`src/rtl/mem_bus_pkg.sv`:
```
// Shared definitions for the memory bus bridge and its region decoder.
//   - default address/data widths and the read-data pattern returned on error
//   - bridge state encoding (IDLE / REQ / DONE)
//   - region_decode(): address -> one-hot channel select + hit flag, with
//     priority to the lowest channel index when regions overlap
// No ports (package).
package mem_bus_pkg;

    localparam int DEF_AW = 32;
    localparam int DEF_DW = 32;

    // Upper bounds the decode function is written against; callers
    // zero-extend their narrower vectors into these widths.
    localparam int MAX_CH = 8;
    localparam int MAX_AW = 64;

    localparam logic [31:0] ERR_DATA_DEFAULT = 32'hDEAD_BEEF;

    typedef enum logic [1:0] {
        S_IDLE = 2'd0,
        S_REQ  = 2'd1,
        S_DONE = 2'd2
    } state_e;

    typedef struct packed {
        logic              hit;
        logic [MAX_CH-1:0] sel;
    } decode_t;

    // Slice i of base/mask describes channel i. Only the first nch slices
    // take part; the first matching slice wins.
    function automatic decode_t region_decode(
        input logic [MAX_AW-1:0]        addr,
        input logic [MAX_CH*MAX_AW-1:0] base,
        input logic [MAX_CH*MAX_AW-1:0] mask,
        input int                       nch
    );
        decode_t r;
        r = '0;
        for (int i = 0; i < MAX_CH; i++) begin
            if ((i < nch) && !r.hit &&
                ((addr & mask[i*MAX_AW +: MAX_AW]) == base[i*MAX_AW +: MAX_AW])) begin
                r.hit    = 1'b1;
                r.sel[i] = 1'b1;
            end
        end
        return r;
    endfunction

endpackage

```
`src/rtl/mem_bus_bridge_if.sv`:
```
// Slave-side bus of the memory bridge: a valid/ready request channel with
// a one-hot channel select.
//   valid  request valid              we     write strobe
//   addr   address                    wdata  write data
//   sel    one-hot channel select     ready  slave accepts/completes
//   rdata  read data, sampled when valid && ready
// Modports: master (bridge side), slave (memory/peripheral side).
interface mem_bus_bridge_if
    import mem_bus_pkg::*;
#(
    parameter int AW  = DEF_AW,
    parameter int DW  = DEF_DW,
    parameter int NCH = 2
);
    logic           valid;
    logic           we;
    logic [AW-1:0]  addr;
    logic [DW-1:0]  wdata;
    logic [NCH-1:0] sel;
    logic           ready;
    logic [DW-1:0]  rdata;

    modport master (
        output valid, we, addr, wdata, sel,
        input  ready, rdata
    );

    modport slave (
        input  valid, we, addr, wdata, sel,
        output ready, rdata
    );

endinterface

```
`src/rtl/mem_bus_decode.sv`:
```
// Combinational NCH-way address region decoder.
//   addr  in   AW   address to decode
//   sel   out  NCH  one-hot channel select (all zero when nothing hits)
//   hit   out  1    some channel claims the address
// Channel i hits when (addr & REGION_MASK[i]) == REGION_BASE[i]; the lowest
// matching index wins. Shared with the instruction-fetch side.
module mem_bus_decode
    import mem_bus_pkg::*;
#(
    parameter int                  AW          = DEF_AW,
    parameter int                  NCH         = 2,
    parameter logic [NCH*AW-1:0]   REGION_BASE = '0,
    parameter logic [NCH*AW-1:0]   REGION_MASK = '0
) (
    input  logic [AW-1:0]  addr,
    output logic [NCH-1:0] sel,
    output logic           hit
);

    logic [MAX_CH*MAX_AW-1:0] base_w;
    logic [MAX_CH*MAX_AW-1:0] mask_w;
    decode_t                  dec;
    logic                     unused_dec;

    // Re-pack the region tables into the fixed slice width the shared
    // decode function expects.
    always_comb begin
        base_w = '0;
        mask_w = '0;
        for (int i = 0; i < NCH; i++) begin
            base_w[i*MAX_AW +: MAX_AW] = MAX_AW'(REGION_BASE[i*AW +: AW]);
            mask_w[i*MAX_AW +: MAX_AW] = MAX_AW'(REGION_MASK[i*AW +: AW]);
        end
    end

    assign dec = region_decode(MAX_AW'(addr), base_w, mask_w, NCH);
    assign sel = dec.sel[NCH-1:0];
    assign hit = dec.hit;

    // Select bits above NCH are always zero.
    assign unused_dec = ^dec.sel;

endmodule

```
`src/rtl/mem_bus_bridge.sv`:
```
// Bridge from the core's zero-wait data-memory port to a valid/ready bus
// with wait states, NCH-way address decode and a request timeout.
//   clk, rst     clock, synchronous active-high reset
//   core_req     load/store active          core_we     1=store, 0=load
//   core_addr    access address             core_wdata  store data
//   core_rdata   load data (valid when core_stall=0 and core_req=1)
//   core_stall   freeze PC / register-file write
//   core_err     one-cycle pulse: access ended in error
//   bus          mem_bus_bridge_if.master (valid/we/addr/wdata/sel/ready/rdata)
// Optional build macro MEM_BUS_BRIDGE_POSTED_WRITE_EN: stores are posted
// into a single-entry buffer and retire without stalling the core.
module mem_bus_bridge
    import mem_bus_pkg::*;
#(
    parameter int                AW          = DEF_AW,
    parameter int                DW          = DEF_DW,
    parameter int                NCH         = 2,
    parameter logic [NCH*AW-1:0] REGION_BASE = {32'h0000_1000, 32'h0000_0000},
    parameter logic [NCH*AW-1:0] REGION_MASK = {32'hFFFF_F000, 32'hFFFF_F000},
    parameter int                TIMEOUT     = 16,
    parameter logic [DW-1:0]     ERR_DATA    = DW'(ERR_DATA_DEFAULT)
) (
    input  logic              clk,
    input  logic              rst,
    input  logic              core_req,
    input  logic              core_we,
    input  logic [AW-1:0]     core_addr,
    input  logic [DW-1:0]     core_wdata,
    output logic [DW-1:0]     core_rdata,
    output logic              core_stall,
    output logic              core_err,
    mem_bus_bridge_if.master  bus
);

    localparam logic [1:0] ST_IDLE = S_IDLE;
    localparam logic [1:0] ST_REQ  = S_REQ;
    localparam logic [1:0] ST_DONE = S_DONE;

    localparam int CW = (TIMEOUT > 1) ? $clog2(TIMEOUT) : 1;

    logic [1:0]     state;
    logic [AW-1:0]  addr_q;
    logic [DW-1:0]  wdata_q;
    logic           we_q;
    logic [NCH-1:0] sel_q;
    logic [DW-1:0]  rdata_q;
    logic           err_q;
    logic [CW-1:0]  cnt;

    logic [NCH-1:0] dec_sel;
    logic           dec_hit;
    logic           req_active;

`ifdef MEM_BUS_BRIDGE_POSTED_WRITE_EN
    // Set while the current transaction is a posted store that the core
    // has already retired.
    logic           posted_q;
`endif

    mem_bus_decode #(
        .AW          (AW),
        .NCH         (NCH),
        .REGION_BASE (REGION_BASE),
        .REGION_MASK (REGION_MASK)
    ) u_decode (
        .addr (core_addr),
        .sel  (dec_sel),
        .hit  (dec_hit)
    );

    always_ff @(posedge clk) begin
        if (rst) begin
            state   <= ST_IDLE;
            addr_q  <= '0;
            wdata_q <= '0;
            we_q    <= 1'b0;
            sel_q   <= '0;
            rdata_q <= '0;
            err_q   <= 1'b0;
            cnt     <= '0;
`ifdef MEM_BUS_BRIDGE_POSTED_WRITE_EN
            posted_q <= 1'b0;
`endif
        end else begin
            case (state)
                ST_IDLE: begin
                    if (core_req) begin
                        addr_q  <= core_addr;
                        wdata_q <= core_wdata;
                        we_q    <= core_we;
                        sel_q   <= dec_sel;
                        rdata_q <= '0;
                        cnt     <= '0;
                        // Unmapped addresses skip the bus entirely.
                        err_q   <= !dec_hit;
                        state   <= dec_hit ? ST_REQ : ST_DONE;
`ifdef MEM_BUS_BRIDGE_POSTED_WRITE_EN
                        posted_q <= core_we;
`endif
                    end
                end
                ST_REQ: begin
                    // A ready in the last allowed cycle still counts as success.
                    if (bus.ready) begin
                        if (!we_q) begin
                            rdata_q <= bus.rdata;
                        end
                        cnt   <= '0;
                        state <= ST_DONE;
                    end else if (cnt == CW'(TIMEOUT - 1)) begin
                        err_q <= 1'b1;
                        cnt   <= '0;
                        state <= ST_DONE;
                    end else begin
                        cnt <= cnt + 1'b1;
                    end
                end
                ST_DONE: begin
                    state <= ST_IDLE;
                end
                default: begin
                    state <= ST_IDLE;
                end
            endcase
        end
    end

    assign req_active = (state == ST_REQ);

    assign bus.valid = req_active;
    assign bus.sel   = req_active ? sel_q : '0;
    assign bus.we    = req_active & we_q;
    assign bus.addr  = addr_q;
    assign bus.wdata = wdata_q;

    always_comb begin
        core_stall = 1'b0;
        core_rdata = '0;
        core_err   = 1'b0;
        case (state)
            ST_IDLE: core_stall = core_req;
            ST_REQ:  core_stall = 1'b1;
            ST_DONE: begin
                core_rdata = err_q ? ERR_DATA : rdata_q;
                core_err   = err_q;
            end
            default: core_stall = 1'b0;
        endcase
`ifdef MEM_BUS_BRIDGE_POSTED_WRITE_EN
        // Stores retire immediately; anything arriving while a posted
        // store drains waits, which keeps reads behind earlier writes.
        if (state == ST_IDLE) begin
            core_stall = core_req & ~core_we;
        end else if (posted_q) begin
            core_stall = core_req;
            core_rdata = '0;
        end
`endif
    end

endmodule

```
`src/flat_wrapper.sv`:
```
// flat-port wrapper written by rule: the top's interface ports become plain ports
module mem_bus_bridge_flat import mem_bus_pkg::*;
#(
    parameter int                AW          = DEF_AW,
    parameter int                DW          = DEF_DW,
    parameter int                NCH         = 2,
    parameter logic [NCH*AW-1:0] REGION_BASE = {32'h0000_1000, 32'h0000_0000},
    parameter logic [NCH*AW-1:0] REGION_MASK = {32'hFFFF_F000, 32'hFFFF_F000},
    parameter int                TIMEOUT     = 16,
    parameter logic [DW-1:0]     ERR_DATA    = DW'(ERR_DATA_DEFAULT)
)
  (clk, rst, core_req, core_we, core_addr, core_wdata, core_rdata, core_stall, core_err, bus_valid, bus_we, bus_addr, bus_wdata, bus_sel, bus_ready, bus_rdata);
  mem_bus_bridge_if #(.AW(AW), .DW(DW), .NCH(NCH)) bus_i ();
  input  logic clk;
  input  logic rst;
  input  logic core_req;
  input  logic core_we;
  input  logic [AW-1:0] core_addr;
  input  logic [DW-1:0] core_wdata;
  output logic [DW-1:0] core_rdata;
  output logic core_stall;
  output logic core_err;
  output wire logic [$bits(bus_i.valid)-1:0] bus_valid;
  output wire logic [$bits(bus_i.we)-1:0] bus_we;
  output wire logic [$bits(bus_i.addr)-1:0] bus_addr;
  output wire logic [$bits(bus_i.wdata)-1:0] bus_wdata;
  output wire logic [$bits(bus_i.sel)-1:0] bus_sel;
  input wire logic [$bits(bus_i.ready)-1:0] bus_ready;
  input wire logic [$bits(bus_i.rdata)-1:0] bus_rdata;
  assign bus_valid = bus_i.valid;
  assign bus_we = bus_i.we;
  assign bus_addr = bus_i.addr;
  assign bus_wdata = bus_i.wdata;
  assign bus_sel = bus_i.sel;
  assign bus_i.ready = bus_ready;
  assign bus_i.rdata = bus_rdata;
  mem_bus_bridge #(.AW(AW), .DW(DW), .NCH(NCH), .REGION_BASE(REGION_BASE), .REGION_MASK(REGION_MASK), .TIMEOUT(TIMEOUT), .ERR_DATA(ERR_DATA)) u_core (.clk(clk), .rst(rst), .core_req(core_req), .core_we(core_we), .core_addr(core_addr), .core_wdata(core_wdata), .core_rdata(core_rdata), .core_stall(core_stall), .core_err(core_err), .bus(bus_i));
endmodule
```
`config.mk`:
```
export PLATFORM = sky130hd
export DESIGN_NAME = mem_bus_bridge_flat
export DESIGN_NICKNAME = d
export VERILOG_FILES = /design/src/rtl/mem_bus_pkg.sv /design/src/rtl/mem_bus_bridge_if.sv /design/src/rtl/mem_bus_decode.sv /design/src/rtl/mem_bus_bridge.sv /design/src/flat_wrapper.sv
export SDC_FILE = /design/constraint.sdc
export NUM_CORES = 1
export LEC_CHECK = 0
export ABC_AREA = 0
export ABC_CLOCK_PERIOD_IN_PS = 2000
export BUFFER_PORTS_ARGS = -buffer_cell sky130_fd_sc_hd__clkbuf_2
export CAP_MARGIN = 20
export CELL_PAD_IN_SITES_DETAIL_PLACEMENT = 0
export CELL_PAD_IN_SITES_GLOBAL_PLACEMENT = 1
export CORE_MARGIN = 1
export CORE_UTILIZATION = 32
export DETAILED_ROUTE_END_ITERATION = 16
export PLACE_DENSITY = 0.89
export SLEW_MARGIN = 20
export SYNTH_ARGS = -nofsm -noshare
export SYNTH_HDL_FRONTEND = slang
export SYNTH_SLANG_ARGS = --single-unit
```
`constraint.sdc`:
```
create_clock -name clk -period 2 [get_ports clk]
set_clock_uncertainty 0.05 [all_clocks]
set_input_delay 0.2 -clock clk [delete_from_list [all_inputs] [get_ports clk]]
set_output_delay 0.2 -clock clk [all_outputs]
set_load 0.02 [all_outputs]
```
* After elaboration in Yosys (flattened, before gate mapping)
Cells that the tools add are included.
** Word-level totals
- RAM bits :: 0
- Memories :: 0
- Word-level logic and storage cells :: 56
- Input port bits :: 101
- Output and inout port bits :: 102
- Bits in latches :: 0
- Bits in read-only memories :: 0
- Register bits :: 106
** Operators by class
- Divide/modulo/power cells :: 0
- Reduce and logical (&&, ||, !) cells :: 11
- Shift operators :: 0
- Muxes and demuxes :: 25
- Equality and inequality tests :: 10
- Bitwise logic cells :: 1
- Magnitude comparators :: 0
- Multiply operators :: 0
- $add $sub $neg :: 1
** Operators by type and width (count)
- 2-to-1 mux 32 bit :: 5
- logical NOT 64 bit :: 1
- one-hot mux 32 bit (2 select lines) :: 1
- equality test 20 x 1 -> 1 bit (second input constant) :: 1
- 2-to-1 mux 4 bit :: 3
- 2-to-1 mux 2 bit :: 5
- inequality test 2 bit (second input constant) :: 5
- one-hot mux 4 bit (2 select lines) :: 1
- AND reduction 4 bit :: 2
- 2-to-1 mux 1 bit :: 7
- AND reduction 2 bit :: 3
- adder 4 x 1 -> 4 bit (second input constant) :: 1
- equality test 4 bit (second input constant) :: 1
- one-hot mux 1 bit (2 select lines) :: 2
- one-hot mux 2 bit (2 select lines) :: 1
- inequality test 3 bit (second input constant) :: 1
- equality test 2 x 1 -> 1 bit (second input constant) :: 1
- equality test 2 bit (second input constant) :: 1
- logical NOT 1 bit :: 2
- logical NOT 2 bit :: 1
- nonzero test 2 bit :: 1
- AND 1 bit :: 1
- logical AND 1 bit :: 1

* Depth between registers and ports, before layout
- Word-level depth :: 8
- Depth in mapped cells :: 6
- Gate-level depth less buffers :: 5

* Hierarchy
Synthesis repeated with hierarchy kept, for this count alone.
** Unflattened totals
- Cells, all modules :: 488
- Area, all modules :: 4025.1 µm²
** Modules (own cells, without submodules)
- mem_bus_bridge :: sequential area each 2122.0 µm², instances 1, cells each 478, area each 3956.3 µm²
- mem_bus_decode :: sequential area each 0.0 µm², instances 1, cells each 10, area each 68.8 µm²

* Least setup slack after synthesis
No wires, ideal clock.
- Kind :: flip-flop to output port
- From :: register u_core.state[1]
- To :: output bus_sel[0]
- Slack :: 0.465 ns
- Required time :: 1.750 ns
- Data arrival time :: 1.285 ns
- Stages on the path, launching flop included :: 5
- Buffers on the path :: 1
- Path through :: dfxtp_1 > nand2b_2 > inv_2 > clkbuf_1 > and2_1
** Between the ends
- Word-level cells in the longest chain between the ends :: 2
** RTL lines
- from (decl) :: RTL line mem_bus_bridge.sv:41 : logic [1:0] state;
- from (signal assigned) :: RTL line mem_bus_bridge.sv:96 : state <= dec_hit ? ST_REQ : ST_DONE;
- equality test 2 x 1 -> 1 bit :: RTL line mem_bus_bridge.sv:128 : assign req_active = (state == ST_REQ);
- net bus_valid :: RTL line flat_wrapper.sv:23 : output wire logic [$bits(bus_i.valid)-1:0] bus_valid;
- 2-to-1 mux 2 bit :: RTL line mem_bus_bridge.sv:131 : assign bus.sel = req_active ? sel_q : '0;
- to (decl) :: RTL line flat_wrapper.sv:27 : output wire logic [$bits(bus_i.sel)-1:0] bus_sel;
The timed path passes the listed nets, and every way through them passes these cells.

* Final worst setup path
- From :: register u_core.state[1]
- To :: output bus_sel[0]
** Between the ends
- Word-level cells in the longest chain between the ends :: 2
** RTL lines (RTL line)
- equality test 2 x 1 -> 1 bit :: mem_bus_bridge.sv:128
- 2-to-1 mux 2 bit :: mem_bus_bridge.sv:131
Every way passes these cells.

==> summary.md <==
| Metric | Value |
|---|---|
| Gate power share | 14.3% |
| Area Overhead vs Synth | 38.1% |
| 1st-iter DRT viols | ~280 |
| Clock latency on the worst-skew pair | about 0.35 ns |
| Commonest non-fill, non-tap cell in the layout | clkbuf_2 |
| Switching Share | between 20% and 30% |
| Adder-cell area share of the yosys netlist | 0.291% |
| Outcome | finished, final reports clean |
| Register share of total power | ~48% |
| Crit share post-route | 93.8% |
| Max-cap violations | 0 |
| Mean routed wirelength per cell | ~13 µm |
| Root buffer cell | clkbuf_16 |
| Net switching power | about 1.3 mW |
| Largest net degree at the start of global routing | 70 |
| Crit path arrival time | approximately 1.6 ns |
| Worst-margin pin slew | 0.541 ns |
| Syn nets | ~640 |
| Critical path class | reg2out |
| Post-synth top area share | 49.3% |
| CTS Sinks | around 110 |
| Max VDD drop | approximately 380 µV |
| Pwr Density | between 700 and 800 mW/mm² |
| Clock Path Buffers | 2 |
| Hold Path Class | in2reg |
| Synth top area cells | dfxtp_1 49%, nand2_1 12%, a21oi_1 8.0% |
| Startpoint types | register |
| Largest family of logic cells by synthesized area | simple AND/OR/NAND/NOR gates |
| Final Hold Fails | 0 |
| H-tree depth | 3 |
| Top_reg_cell synth | dfxtp_1 |
| Clk slew on worst S/H paths | 0.08 ns |
| Core Region | 0.0132 mm² |
| Final Max Slew Viols | 0 |
| TritonCTS Buffers | 9 |
| First-pass GRT wire length | about 19 mm |
| Post-synth EDFFs | 0 |
| Post-synth top area cell | dfxtp_1 |
| Antenna cells | 0 |
| Post-synthesis compound-gate area fraction | around a tenth |
| Share of flip-flops with an asynchronous set or reset | 0% |
| Final ANT Viol Nets | 0 |
| DRC | 0 |
| Leak | ~2.8 nW |
| Initial Utilization | 32.7% |
| Setup WS post-layout | around 0.12 ns |
| Post-CTS Setup Repair Bufs | 0 |
| Sequential area share after synthesis | 49.3% |
| Die H | roughly 120 µm |
| Pre-CTS setup slack | ~0.43 ns |
| Final setup fails | 0 |
| Setup crit end kind | output port |
| Vias | between 4000 and 5000 |
| Final global-route overflow total | 0 |
| Top achievable clock speed | 533 MHz |
| Cell Rows | between 40 and 50 |
| WL final | between 10 and 15 mm |
| Setup tns final | 0 ns |
| Final GP Congestion | a little under 0.8 |
| Final Util | ~45% |
| Nets | roughly 840 |
| Post-synthesis mux area share | 7.67% |
| Total Power | ~4.6 mW |
| TritonCTS clock tree | done |
| Mean area per synthesized cell | about 8.0 µm² |
| Flops & latches, synth | 106 |
| Routed vias/inst | 4.53 |
| Die span in x | around 120 µm |
| Max-slew headroom | 63.9% |
| Commonest cells after routing, fill and taps aside | 201 x clkbuf_2, 134 x nand2_1, 106 x dfxtp_1, 85 x nor2_1, 69 x a21oi_1 |
| Number of global-route vias before repair | approximately 4000 |
| Int Pwr | 3.32 mW |
| DP HPWL | slightly above 8 mm |
| Cell count after synthesis | ~540 |
| CP max FO | 36 |
| XOR/XNOR share of the synthesized area | 0% |
| All-layer global routing usage | between 10% and 20% |
| # IOs | just over 200 |
| Post-layout min period | ~1.9 ns |
| Synth Cell Area | between 0.004 and 0.005 mm² |
| Min Hold Slack | about 0.013 ns |
| Yosys warnings | 0 |
| Number of distinct library cells after synthesis | 30 |
| RSZ-0062 raised after global routing | no |
| Pre-antenna DRT Iters | 4 |
| IO Port Bufs | just over 200 |
| Clock network fraction of total power | a little under two fifths |
| Post-Synth Simple-Gate Area | 28.6% |
| Critical Path RT | between 1.5 and 2 ns |
| Initial antenna violation count | 0 |
| Full die area | roughly 0.014 mm² |
| Proportion of layout cells with a drive suffix above 1 | between 30% and 40% |
-- worst max-delay path, stage by stage (launching register included) --
cell      delay, ns
dfxtp_1        0.34
nand2b_2       0.23
inv_2          0.10
buf_6          0.23
and2_1         0.19
clkbuf_2       0.17
-- metrics by stage --
step           instances  cell area (µm²)
2_1_floorplan        541             4310
3_3_place_gp         890             5490
3_5_place_dp         890             5490
4_1_cts              922             5940
5_1_grt              922             5950
6_report             922             5950
-- sequential cells by signal (all words and copies together), names as in the netlist --
signal	count
u_core.we_q	1
u_core.sel_q	2
u_core.bus.addr	32
u_core.state	2
u_core.cnt	4
u_core.rdata_q	32
u_core.bus.wdata	32
u_core.err_q	1
-- layout make-up --
| cell class | instances | area [µm²] |
|---|---|---|
| Clock buffer | 9 | 225 |
| Multi-Input combinational cell | 394 | 2000 |
| Inverter | 3 | 11.3 |
| Timing Repair Buffer | 227 | 1290 |
| Sequential cell | 106 | 2120 |
| Clock inverter | 7 | 70.1 |
| Tap cell | 176 | 220 |
| Fill cell | 1361 | 7240 |
-- worst paths after layout --
path,startpoint,slack [ns],cells after the start,end
max,u_core.state[1],0.12,5,bus_sel[0]
min reg2reg,u_core.bus.addr[5],0.40,2,u_core.bus.addr[5]
max reg2reg,u_core.state[1],0.46,5,u_core.rdata_q[20]
min,core_wdata[24],0.01,3,u_core.bus.wdata[24]
-- Yosys cell counts (2+ instances only) --
| library cell | number |
|---|---|
| nand2_1 | 135 |
| dfxtp_1 | 106 |
| nor2_1 | 86 |
| a21oi_1 | 69 |
| and2_1 | 45 |
| mux2i_1 | 33 |
| clkbuf_1 | 24 |
| buf_2 | 8 |
| nor4_1 | 4 |
| and3_1 | 3 |
| buf_1 | 3 |
| buf_6 | 3 |
| a211oi_1 | 2 |
| a31oi_1 | 2 |
| inv_1 | 2 |
| nor3_1 | 2 |
-- metal layers --
metal | wire [µm] | vias up | track usage (%)
li1 | - | 2142 | -
met3 | 970 | 14 | 5.28
met5 | 0 | - | 0
met1 | 5600 | 1859 | 22.1
met2 | 5230 | 163 | 26.7
met4 | 163 | 0 | 6.73
-- repair_timing --
item,in CTS,in global routing
hold endpoints to repair,16,0
gates resized for setup,0,2
setup endpoints to repair,0,11
hold buffers,16,0
-- power groups by stage --
stage | Combinational [mW] | Sequential (mW) | Clock (mW)
after floorplan | 0.281 | 2.37 | 0
after global placement | 0.645 | 2.28 | 0
after detailed placement | 0.645 | 2.28 | 0
after CTS | 0.671 | 2.23 | 1.80
after global routing | 0.728 | 2.24 | 1.87
final | 0.665 | 2.23 | 1.75
-- kinds of logic after synthesis --
logic type               count (synthesis)
AO/OA/AOI/OAI                           78
adder cells (fa/ha/maj)                  1
buffers and inverters                   41
flip-flops                             106
multiplexers                            33
AND/OR/NAND/NOR                        282
Note: power is estimated with default switching activity, not from simulation.
